File: src/rtl/hand_digit_scanner_pkg.sv
// rtl/hand_digit_scanner_pkg.sv - shared card types and display constants
package hand_digit_scanner_pkg;

   typedef enum logic [1:0] {
      DIAMOND = 2'd0,
      HEART   = 2'd1,
      CLUB    = 2'd2,
      SPADE   = 2'd3
   } suit_t;

   typedef logic [3:0] rank_t;

   typedef struct packed {
      rank_t rank;
      suit_t suit;
   } card_t;

   localparam int MAX_HAND   = 4;
   localparam int NUM_DIGITS = 8;

   // Active-low one-hot anode pattern for a digit index.
   function automatic logic [NUM_DIGITS-1:0] anode_onehot(input logic [2:0] digit);
      return ~(NUM_DIGITS'(1) << digit);
   endfunction

endpackage

File: src/rtl/hand_digit_scanner_if.sv
// rtl/hand_digit_scanner_if.sv - card load handshake between card source and scanner
interface hand_digit_scanner_if;
   import hand_digit_scanner_pkg::*;

   logic  card_valid_in;
   rank_t card_rank_in;
   suit_t card_suit_in;
   logic  card_ready_out;

   modport master (
      output card_valid_in,
      output card_rank_in,
      output card_suit_in,
      input  card_ready_out
   );

   modport slave (
      input  card_valid_in,
      input  card_rank_in,
      input  card_suit_in,
      output card_ready_out
   );

endinterface

File: src/rtl/hand_digit_scanner_seg_refresh_timer.sv
// rtl/hand_digit_scanner_seg_refresh_timer.sv - per-digit dwell counter and 3-bit digit index
module seg_refresh_timer #(
   parameter int REFRESH_CYCLES = 100_000
) (
   input  logic       clk_in,
   input  logic       rst_n_in,
   output logic [2:0] digit_out,
   output logic       tc_out
);

   localparam int CW = (REFRESH_CYCLES > 1) ? $clog2(REFRESH_CYCLES) : 1;

   logic [CW-1:0] refresh_cnt;

   assign tc_out = (refresh_cnt == CW'(REFRESH_CYCLES - 1));

   // Dwell counter wraps at the terminal count and steps the digit index, which wraps 7 -> 0.
   always_ff @(posedge clk_in or negedge rst_n_in) begin
      if (!rst_n_in) begin
         refresh_cnt <= '0;
         digit_out   <= 3'd0;
      end else if (tc_out) begin
         refresh_cnt <= '0;
         digit_out   <= digit_out + 3'd1;
      end else begin
         refresh_cnt <= refresh_cnt + CW'(1);
      end
   end

endmodule

File: src/rtl/hand_digit_scanner.sv
// rtl/hand_digit_scanner.sv - 4-card hand buffer multiplexed onto 8 seven-segment digits; optional blink via SEG_BLINK_EN
module hand_digit_scanner
   import hand_digit_scanner_pkg::*;
#(
   parameter int REFRESH_CYCLES = 100_000,
   parameter int BLINK_CYCLES   = 25_000_000
) (
   input  logic                  clk_in,
   input  logic                  rst_n_in,
   hand_digit_scanner_if.slave   card_if,
   input  logic                  clear_in,
   input  logic [1:0]            blink_sel_in,
   input  logic                  blink_on_in,
   output logic [2:0]            count_out,
   output logic [NUM_DIGITS-1:0] an_out,
   output logic                  kind_out,
   output rank_t                 rank_out,
   output suit_t                 suit_out
);

   card_t                 slots [MAX_HAND];
   logic [2:0]            digit;
   logic                  unused_tc;
   logic [1:0]            card_idx;
   logic                  lit;
   logic                  blink_hide;
   logic                  accept;
   logic [NUM_DIGITS-1:0] an_next;
   rank_t                 rank_next;
   suit_t                 suit_next;

   seg_refresh_timer #(
      .REFRESH_CYCLES (REFRESH_CYCLES)
   ) u_timer (
      .clk_in    (clk_in),
      .rst_n_in  (rst_n_in),
      .digit_out (digit),
      .tc_out    (unused_tc)
   );

   assign card_if.card_ready_out = (count_out < 3'(MAX_HAND)) && !clear_in;
   assign accept                 = card_if.card_valid_in && card_if.card_ready_out;
   assign card_idx               = digit[2:1];

`ifdef SEG_BLINK_EN
   localparam int BW = (BLINK_CYCLES > 1) ? $clog2(BLINK_CYCLES) : 1;

   logic [BW-1:0] blink_cnt;
   logic          blink_phase_off;

   // Blink phase starts "on" and toggles every BLINK_CYCLES clocks.
   always_ff @(posedge clk_in or negedge rst_n_in) begin
      if (!rst_n_in) begin
         blink_cnt       <= '0;
         blink_phase_off <= 1'b0;
      end else if (blink_cnt == BW'(BLINK_CYCLES - 1)) begin
         blink_cnt       <= '0;
         blink_phase_off <= ~blink_phase_off;
      end else begin
         blink_cnt <= blink_cnt + BW'(1);
      end
   end

   // A selected card beyond the held count is never lit, so the select needs no range check here.
   assign blink_hide = blink_on_in && blink_phase_off && (card_idx == blink_sel_in);
`else
   logic unused_blink;

   assign blink_hide   = 1'b0;
   assign unused_blink = ^{blink_sel_in, blink_on_in, BLINK_CYCLES[0]};
`endif

   // Card buffer: clear only resets the count, slot contents persist until overwritten or reset.
   always_ff @(posedge clk_in or negedge rst_n_in) begin
      if (!rst_n_in) begin
         count_out <= 3'd0;
         for (int i = 0; i < MAX_HAND; i++) begin
            slots[i] <= '0;
         end
      end else if (clear_in) begin
         count_out <= 3'd0;
      end else if (accept) begin
         slots[count_out[1:0]] <= card_t'{rank: card_if.card_rank_in, suit: card_if.card_suit_in};
         count_out             <= count_out + 3'd1;
      end
   end

   // Digit decode: even digits carry the rank, odd digits the suit; unused code is held at zero.
   always_comb begin
      lit       = ({1'b0, card_idx} < count_out) && !blink_hide;
      an_next   = lit ? anode_onehot(digit) : '1;
      rank_next = digit[0] ? rank_t'(0) : slots[card_idx].rank;
      suit_next = digit[0] ? slots[card_idx].suit : DIAMOND;
   end

   // Registered display outputs, one clock behind the digit index and buffer state.
   always_ff @(posedge clk_in or negedge rst_n_in) begin
      if (!rst_n_in) begin
         an_out   <= '1;
         kind_out <= 1'b0;
         rank_out <= '0;
         suit_out <= DIAMOND;
      end else begin
         an_out   <= an_next;
         kind_out <= digit[0];
         rank_out <= rank_next;
         suit_out <= suit_next;
      end
   end

endmodule

File: src/flat_wrapper.sv
// flat-port wrapper written by rule: the top's interface ports become plain ports
module hand_digit_scanner_flat import hand_digit_scanner_pkg::*;
#(
   parameter int REFRESH_CYCLES = 100_000,
   parameter int BLINK_CYCLES   = 25_000_000
)
  (clk_in, rst_n_in, clear_in, blink_sel_in, blink_on_in, count_out, an_out, kind_out, rank_out, suit_out, card_if_card_valid_in, card_if_card_rank_in, card_if_card_suit_in, card_if_card_ready_out);
  hand_digit_scanner_if card_if_i ();
  input  logic clk_in;
  input  logic rst_n_in;
  input  logic clear_in;
  input  logic [1:0] blink_sel_in;
  input  logic blink_on_in;
  output logic [2:0] count_out;
  output logic [NUM_DIGITS-1:0] an_out;
  output logic kind_out;
  output rank_t rank_out;
  output suit_t suit_out;
  input wire logic [$bits(card_if_i.card_valid_in)-1:0] card_if_card_valid_in;
  input wire logic [$bits(card_if_i.card_rank_in)-1:0] card_if_card_rank_in;
  input wire logic [$bits(card_if_i.card_suit_in)-1:0] card_if_card_suit_in;
  output wire logic [$bits(card_if_i.card_ready_out)-1:0] card_if_card_ready_out;
  assign card_if_i.card_valid_in = card_if_card_valid_in;
  assign card_if_i.card_rank_in = card_if_card_rank_in;
  assign card_if_i.card_suit_in = card_if_card_suit_in;
  assign card_if_card_ready_out = card_if_i.card_ready_out;
  hand_digit_scanner #(.REFRESH_CYCLES(REFRESH_CYCLES), .BLINK_CYCLES(BLINK_CYCLES)) u_core (.clk_in(clk_in), .rst_n_in(rst_n_in), .card_if(card_if_i), .clear_in(clear_in), .blink_sel_in(blink_sel_in), .blink_on_in(blink_on_in), .count_out(count_out), .an_out(an_out), .kind_out(kind_out), .rank_out(rank_out), .suit_out(suit_out));
endmodule
File: config.mk
export PLATFORM = sky130hd
export DESIGN_NAME = hand_digit_scanner_flat
export DESIGN_NICKNAME = d
export VERILOG_FILES = /design/src/rtl/hand_digit_scanner_pkg.sv /design/src/rtl/hand_digit_scanner_if.sv /design/src/rtl/hand_digit_scanner_seg_refresh_timer.sv /design/src/rtl/hand_digit_scanner.sv /design/src/flat_wrapper.sv
export SDC_FILE = /design/constraint.sdc
export NUM_CORES = 1
export LEC_CHECK = 0
export ABC_CLOCK_PERIOD_IN_PS = 1940
export BUFFER_PORTS_ARGS = -buffer_cell sky130_fd_sc_hd__buf_2
export CORE_UTILIZATION = 45
export CTS_BUF_LIST = sky130_fd_sc_hd__clkbuf_8 sky130_fd_sc_hd__clkbuf_16
export DETAILED_ROUTE_END_ITERATION = 10
export SYNTH_ARGS = -nofsm -noshare
export SYNTH_HDL_FRONTEND = slang
export SYNTH_SLANG_ARGS = --single-unit
File: constraint.sdc
create_clock -name clk_in -period 1.94 [get_ports clk_in]
set_input_delay 0.388 -clock clk_in [delete_from_list [all_inputs] [get_ports clk_in]]
set_output_delay 0.388 -clock clk_in [all_outputs]
set_load 0.01 [all_outputs]
# Yosys cells after proc, flatten, opt, wreduce, memory -nomap -nowiden
# Index checks and enable logic that the tools add are counted.
[word_totals]
output_inout_bits = 19
regBits = 62
[op_classes]
bitwise_logic = 4
n_shift = 1
eq_ne = 1
magnitude_cmp = 5
mux = 12
addsub = 3
n_reduce_logical = 6
[op_table]
columns = ["cell", "n"]
rows = [
  ["bitwise mux 24 bit", 1],
  ["2-to-1 mux 6 bit", 3],
  ["adder 17 x 1 -> 17 bit (second input constant)", 1],
  ["equality test 17 bit (second input constant)", 1],
  ["2-to-1 mux 17 bit", 1],
  ["binary-select mux 6 bit (select 2 bit)", 1],
  ["demux 6 bit (select 2 bit)", 1],
  ["2-to-1 mux 8 bit", 1],
  ["inverter 8 bit", 1],
  ["left shift 1 x 3 -> 8 bit (first input constant)", 1],
  ["adder 3 x 1 -> 3 bit (second input constant)", 2],
  [">= comparator 3 bit (second input constant)", 2],
  ["2-to-1 mux 3 bit", 2],
  ["inverter 2 -> 3 bit", 2],
  ["2-to-1 mux 4 bit", 1],
  ["logical AND 1 bit", 3],
  ["< comparator 2 x 3 -> 1 bit", 1],
  ["< comparator 3 x 1 -> 1 bit (second input constant)", 1],
  ["< comparator 3 bit (second input constant)", 1],
  ["2-to-1 mux 2 bit", 1],
  ["AND reduction 2 bit", 1],
  ["nonzero test 2 bit", 1],
  ["zero test 1 bit", 1],
  ["inverter 1 bit", 1],
]

# Depth between registers and ports, before layout
[depth]
word_depth = 6
mapped_depth = 6

# Hierarchy
# A second synthesis with hierarchy kept.
[unflattened]
cells_unflattened = 206
area_unflattened_um2 = 2773.9
[by_module_without_submodules]
columns = ["mod", "cells_per_inst", "instances", "area_each_um2"]
rows = [
  ["hand_digit_scanner", 121, 1, 1820.5],
  ["seg_refresh_timer", 85, 1, 953.4],
]

# Worst setup path before layout
# OpenSTA, ideal clock, no wires.
[synth_path]
kind = "reg2reg"
startpoint = "register u_core.count_out[2]"
endpoint = "register u_core.slots[0] (netlist bit)"
synth_period_minus_slack_ps = 1494
setup_ps = 125
n_path_buf = 1
path_stages_with_launch = 5
t_arrival_ps = 1369
setup_slack_ps = 446
cell_sequence = "dfrtp_1 > nor2b_1 > and3_1 > buf_2 > mux2_2"
[synth_via]
elab_chain_len = 4
[synth_rtl]
columns = ["element", "line", "text"]
rows = [
  ["start: declaration", "hand_digit_scanner.sv:14", "output logic [2:0] count_out,"],
  ["start signal: assignment", "hand_digit_scanner.sv:84", "count_out <= count_out + 3'd1;"],
  ["< comparator 3 bit", "hand_digit_scanner.sv:41", "assign card_if.card_ready_out = (count_out < 3'(MAX_HAND)) && !clear_in;"],
  ["logical AND 1 bit", "hand_digit_scanner.sv:41", ""],
  ["logical AND 1 bit", "hand_digit_scanner.sv:42", "assign accept = card_if.card_valid_in && card_if.card_ready_out;"],
  ["AND reduction 2 bit (no line)", "-", ""],
  ["end signal: indexed assignment", "hand_digit_scanner.sv:83", "slots[count_out[1:0]] <= card_t'{rank: card_if.card_rank_in, suit: card_if.card_suit_in};"],
  ["end: declaration", "hand_digit_scanner.sv:21", "card_t slots [MAX_HAND];"],
]
# Every way passes these cells.
# A chain may end at the register's enable or synchronous reset.

# Worst setup path after layout
[layout_path]
startpoint = "register u_core.u_timer.digit_out[1]"
endpoint = "register u_core.an_out[6]"
[layout_via]
elab_chain_len = 3
word_cells_on_any_way = 4
[layout_rtl]
columns = ["element", "line", "text"]
rows = [
  ["start: declaration", "hand_digit_scanner_seg_refresh_timer.sv:7", "output logic [2:0] digit_out,"],
  ["start signal: assignment", "hand_digit_scanner_seg_refresh_timer.sv:24", "digit_out <= digit_out + 3'd1;"],
  ["branches (longest 2 deep; another with < comparator 2 x 3 -> 1 bit)", "-", ""],
  ["2-to-1 mux 8 bit (*)", "hand_digit_scanner.sv:91", "an_next = lit ? anode_onehot(digit) : '1;"],
  ["named net u_core.an_next[6]", "hand_digit_scanner.sv:28", "logic [NUM_DIGITS-1:0] an_next;"],
  ["end signal: assignment", "hand_digit_scanner.sv:104", "an_out <= an_next;"],
  ["end: declaration", "hand_digit_scanner.sv:15", "output logic [NUM_DIGITS-1:0] an_out,"],
]
# Mark *: on every way through the listed nets, which the timed path passes.

==> flow_summary.json <==
{
  "synth_cell_types": 35,
  "portBuffers": 28,
  "p_leak_nw": 1.50,
  "routedWlPerCell_microns": 14.9,
  "cts_tree": "done",
  "grt_overflow": 0,
  "reg2regPathDepth": 4,
  "period_share": 0.845,
  "antenna_found_initial": 0,
  "final_cell_mix": "dfrtp_1 (54), buf_2 (28), mux2_2 (24)",
  "dp.cells": 307,
  "first_iter_violations": 88,
  "cp.arrival_ns": 1.86,
  "whs_ns": 0.0580,
  "status": "finished, final reports clean",
  "final-instance-count-excl-fill": 323,
  "grtUsageTotal": 0.172,
  "avgViaCountPerCell": 5.20,
  "drc": 0,
  "die_y_microns": 80.4,
  "syn_nets": 232,
  "yosys_register_bits": 62,
  "core_sq_um": 5920,
  "async_flop_share": 1.00,
  "fin_crit_ns": 1.64,
  "hold_buffers": 0,
  "setup_violations": 0,
  "tightestPinTransition_ns": 0.547,
  "synth_ff_type": "dfrtp_1",
  "drt-pass1-iter-count": 4,
  "layout.nets": 268,
  "rsz0062_at_grt": "false",
  "reg2reg_from": "u_core.u_timer.digit_out[1]",
  "drt-total-wl_microns": 4800,
  "grt_pass1_wl_microns": 7980,
  "grt_max_degree": 63,
  "drive_gt1_frac": 0.383,
  "die_x_microns": 80.4,
  "drv_slew": 0,
  "placed_area_sq_um": 3010,
  "synth_top_area_frac": 0.488,
  "vdd_drop_max_mv": 0.468,
  "crit_type": "register to register",
  "clock_latency_ns": 0.33,
  "cts_root_buffer": "clkbuf_8",
  "synth_area_sq_um": 2770,
  "design_power_total_mw": 2.94,
  "yosys_warnings": 0,
  "worstSetupEndpointType": "register",
  "finalHoldViolCount": 0,
  "layout_setup_ws_ns": 0.301,
  "p_per_area_nw_per_um2": 919,
  "syn_area_per_cell_sq_um": 13.4,
  "clock-sinks": 62,
  "drt.antenna.violating_nets": 0,
  "layout_commonest_cell": "dfrtp_1",
  "worst-path-max-fanout": 9,
  "grt_pass1_vias": 1648,
  "r2r_end": "u_core.an_out[6]",
  "numCtsBuffers": 9,
  "yosysSeqAreaShare": 0.564,
  "vias": 1681,
  "start_kind": "register",
  "cts-htree-levels": 3,
  "diodes": 0,
  "hp-class": "input pin to async pin",
  "num_io_pins": 32,
  "r2r_slack_ns": 0.30,
  "path_clk_slew_ns": 0.07,
  "fin_skew_ns": 0.00586,
  "stdcell_area_sq_um": 3200,
  "post_cts_buffers": 0,
  "initial_core_util": 0.467,
  "rows": 28,
  "required_ns": 2.16,
  "synthTopCellsByArea": "dfrtp_1 (49%), mux2_2 (9.8%), dfstp_2 (7.6%)",
  "max_freq_mhz": 610,
  "slew_headroom": 0.635,
  "maxCapViolCount": 0,
  "synth-edff-count": 0,
  "netlist_instances": 207,
  "place_hpwl_microns": 3190,
  "finalSetupTns_ns": 0,
  "synth_top_area_cell": "dfrtp_1",
  "gp_congestion": 0.726,
  "dieArea_sq_um": 6470,
  "post_cts_resized": 0,
  "fin_util": 0.540,
  "area_growth_syn_to_layout_pct": 15.5,
  "pre_cts_slack_ns": 0.289,
  "clockBufferDepth": 2
}
-- cells in the mapped netlist (4+ instances only) --
cell type and number:
and2_1 6, and3_1 4, buf_2 5, dfrtp_1 54
dfstp_2 8, ha_1 12, inv_1 9, mux2_2 24
mux4_2 6, nand2_1 6, nand3_1 5, nor2_1 14
o211ai_1 6, o21ai_0 4, xnor2_1 9, xor2_1 6
-- how the worst max path moves through the flow --
stage / startpoint / end / slack (ns)
2_1_floorplan: u_core.count_out[2] / u_core.slots[0] / 0.45
3_3_place_gp: card_if_card_valid_in / u_core.slots[4] / 0.29
3_5_place_dp: u_core.u_timer.digit_out[1] / u_core.an_out[6] / 0.29
4_1_cts: u_core.u_timer.digit_out[1] / u_core.an_out[6] / 0.27
5_1_grt: u_core.u_timer.digit_out[1] / u_core.an_out[6] / 0.1
6_report: u_core.u_timer.digit_out[1] / u_core.an_out[6] / 0.30
-- kinds of logic after synthesis --
logic type               share of synthesized area
AO/OA/AOI/OAI                               0.0316
buffers and inverters                       0.0267
XOR/XNOR                                    0.0475
adder cells (fa/ha/maj)                     0.0542
multiplexers                                 0.154
flip-flops                                   0.564
AND/OR/NAND/NOR                              0.122
-- critical path, stage by stage (launching register included) --
cell and delay [ns]:
dfrtp_1 0.58, inv_1 0.21, nand2_1 0.06, a21oi_1 0.46, o211ai_1 0.21
-- routing by layer --
layer | wire length [microns] | vias up | share of wire | global-route usage
met4 | 62 | 0 | 0.013 | 0.0804
met2 | 2190 | 29 | 0.46 | 0.253
met3 | 164 | 5 | 0.034 | 0.0477
met5 | 0 | - | 0 | 0
li1 | - | 798 | - | -
met1 | 2390 | 849 | 0.50 | 0.234
-- layout make-up --
type | instances | area [sq um]
Inverter | 9 | 33.8
Multi-Input combinational cell | 128 | 1130
Fill cell | 535 | 2720
Clock buffer | 12 | 165
Tap cell | 75 | 93.8
Clock inverter | 4 | 20.0
Timing Repair Buffer | 33 | 190
Sequential cell | 62 | 1560
-- power breakdown --
group / leakage (nW) / total [mW] / switching (mW) / internal, mW
Clock: 0.102 / 1.03 / 0.474 / 0.559
Combinational: 0.622 / 0.351 / 0.136 / 0.215
Sequential: 0.778 / 1.55 / 0.0798 / 1.47
Total: 1.50 / 2.94 / 0.690 / 2.25
-- state kept, by name (all words and copies together) (netlist names) --
register                    cells
u_core.slots                   24
u_core.u_timer.refresh_cnt     17
u_core.an_out                   8
u_core.rank_out                 4
u_core.count_out                3
u_core.u_timer.digit_out        3
u_core.suit_out                 2
u_core.kind_out                 1
(Power assumes the default switching activity.)
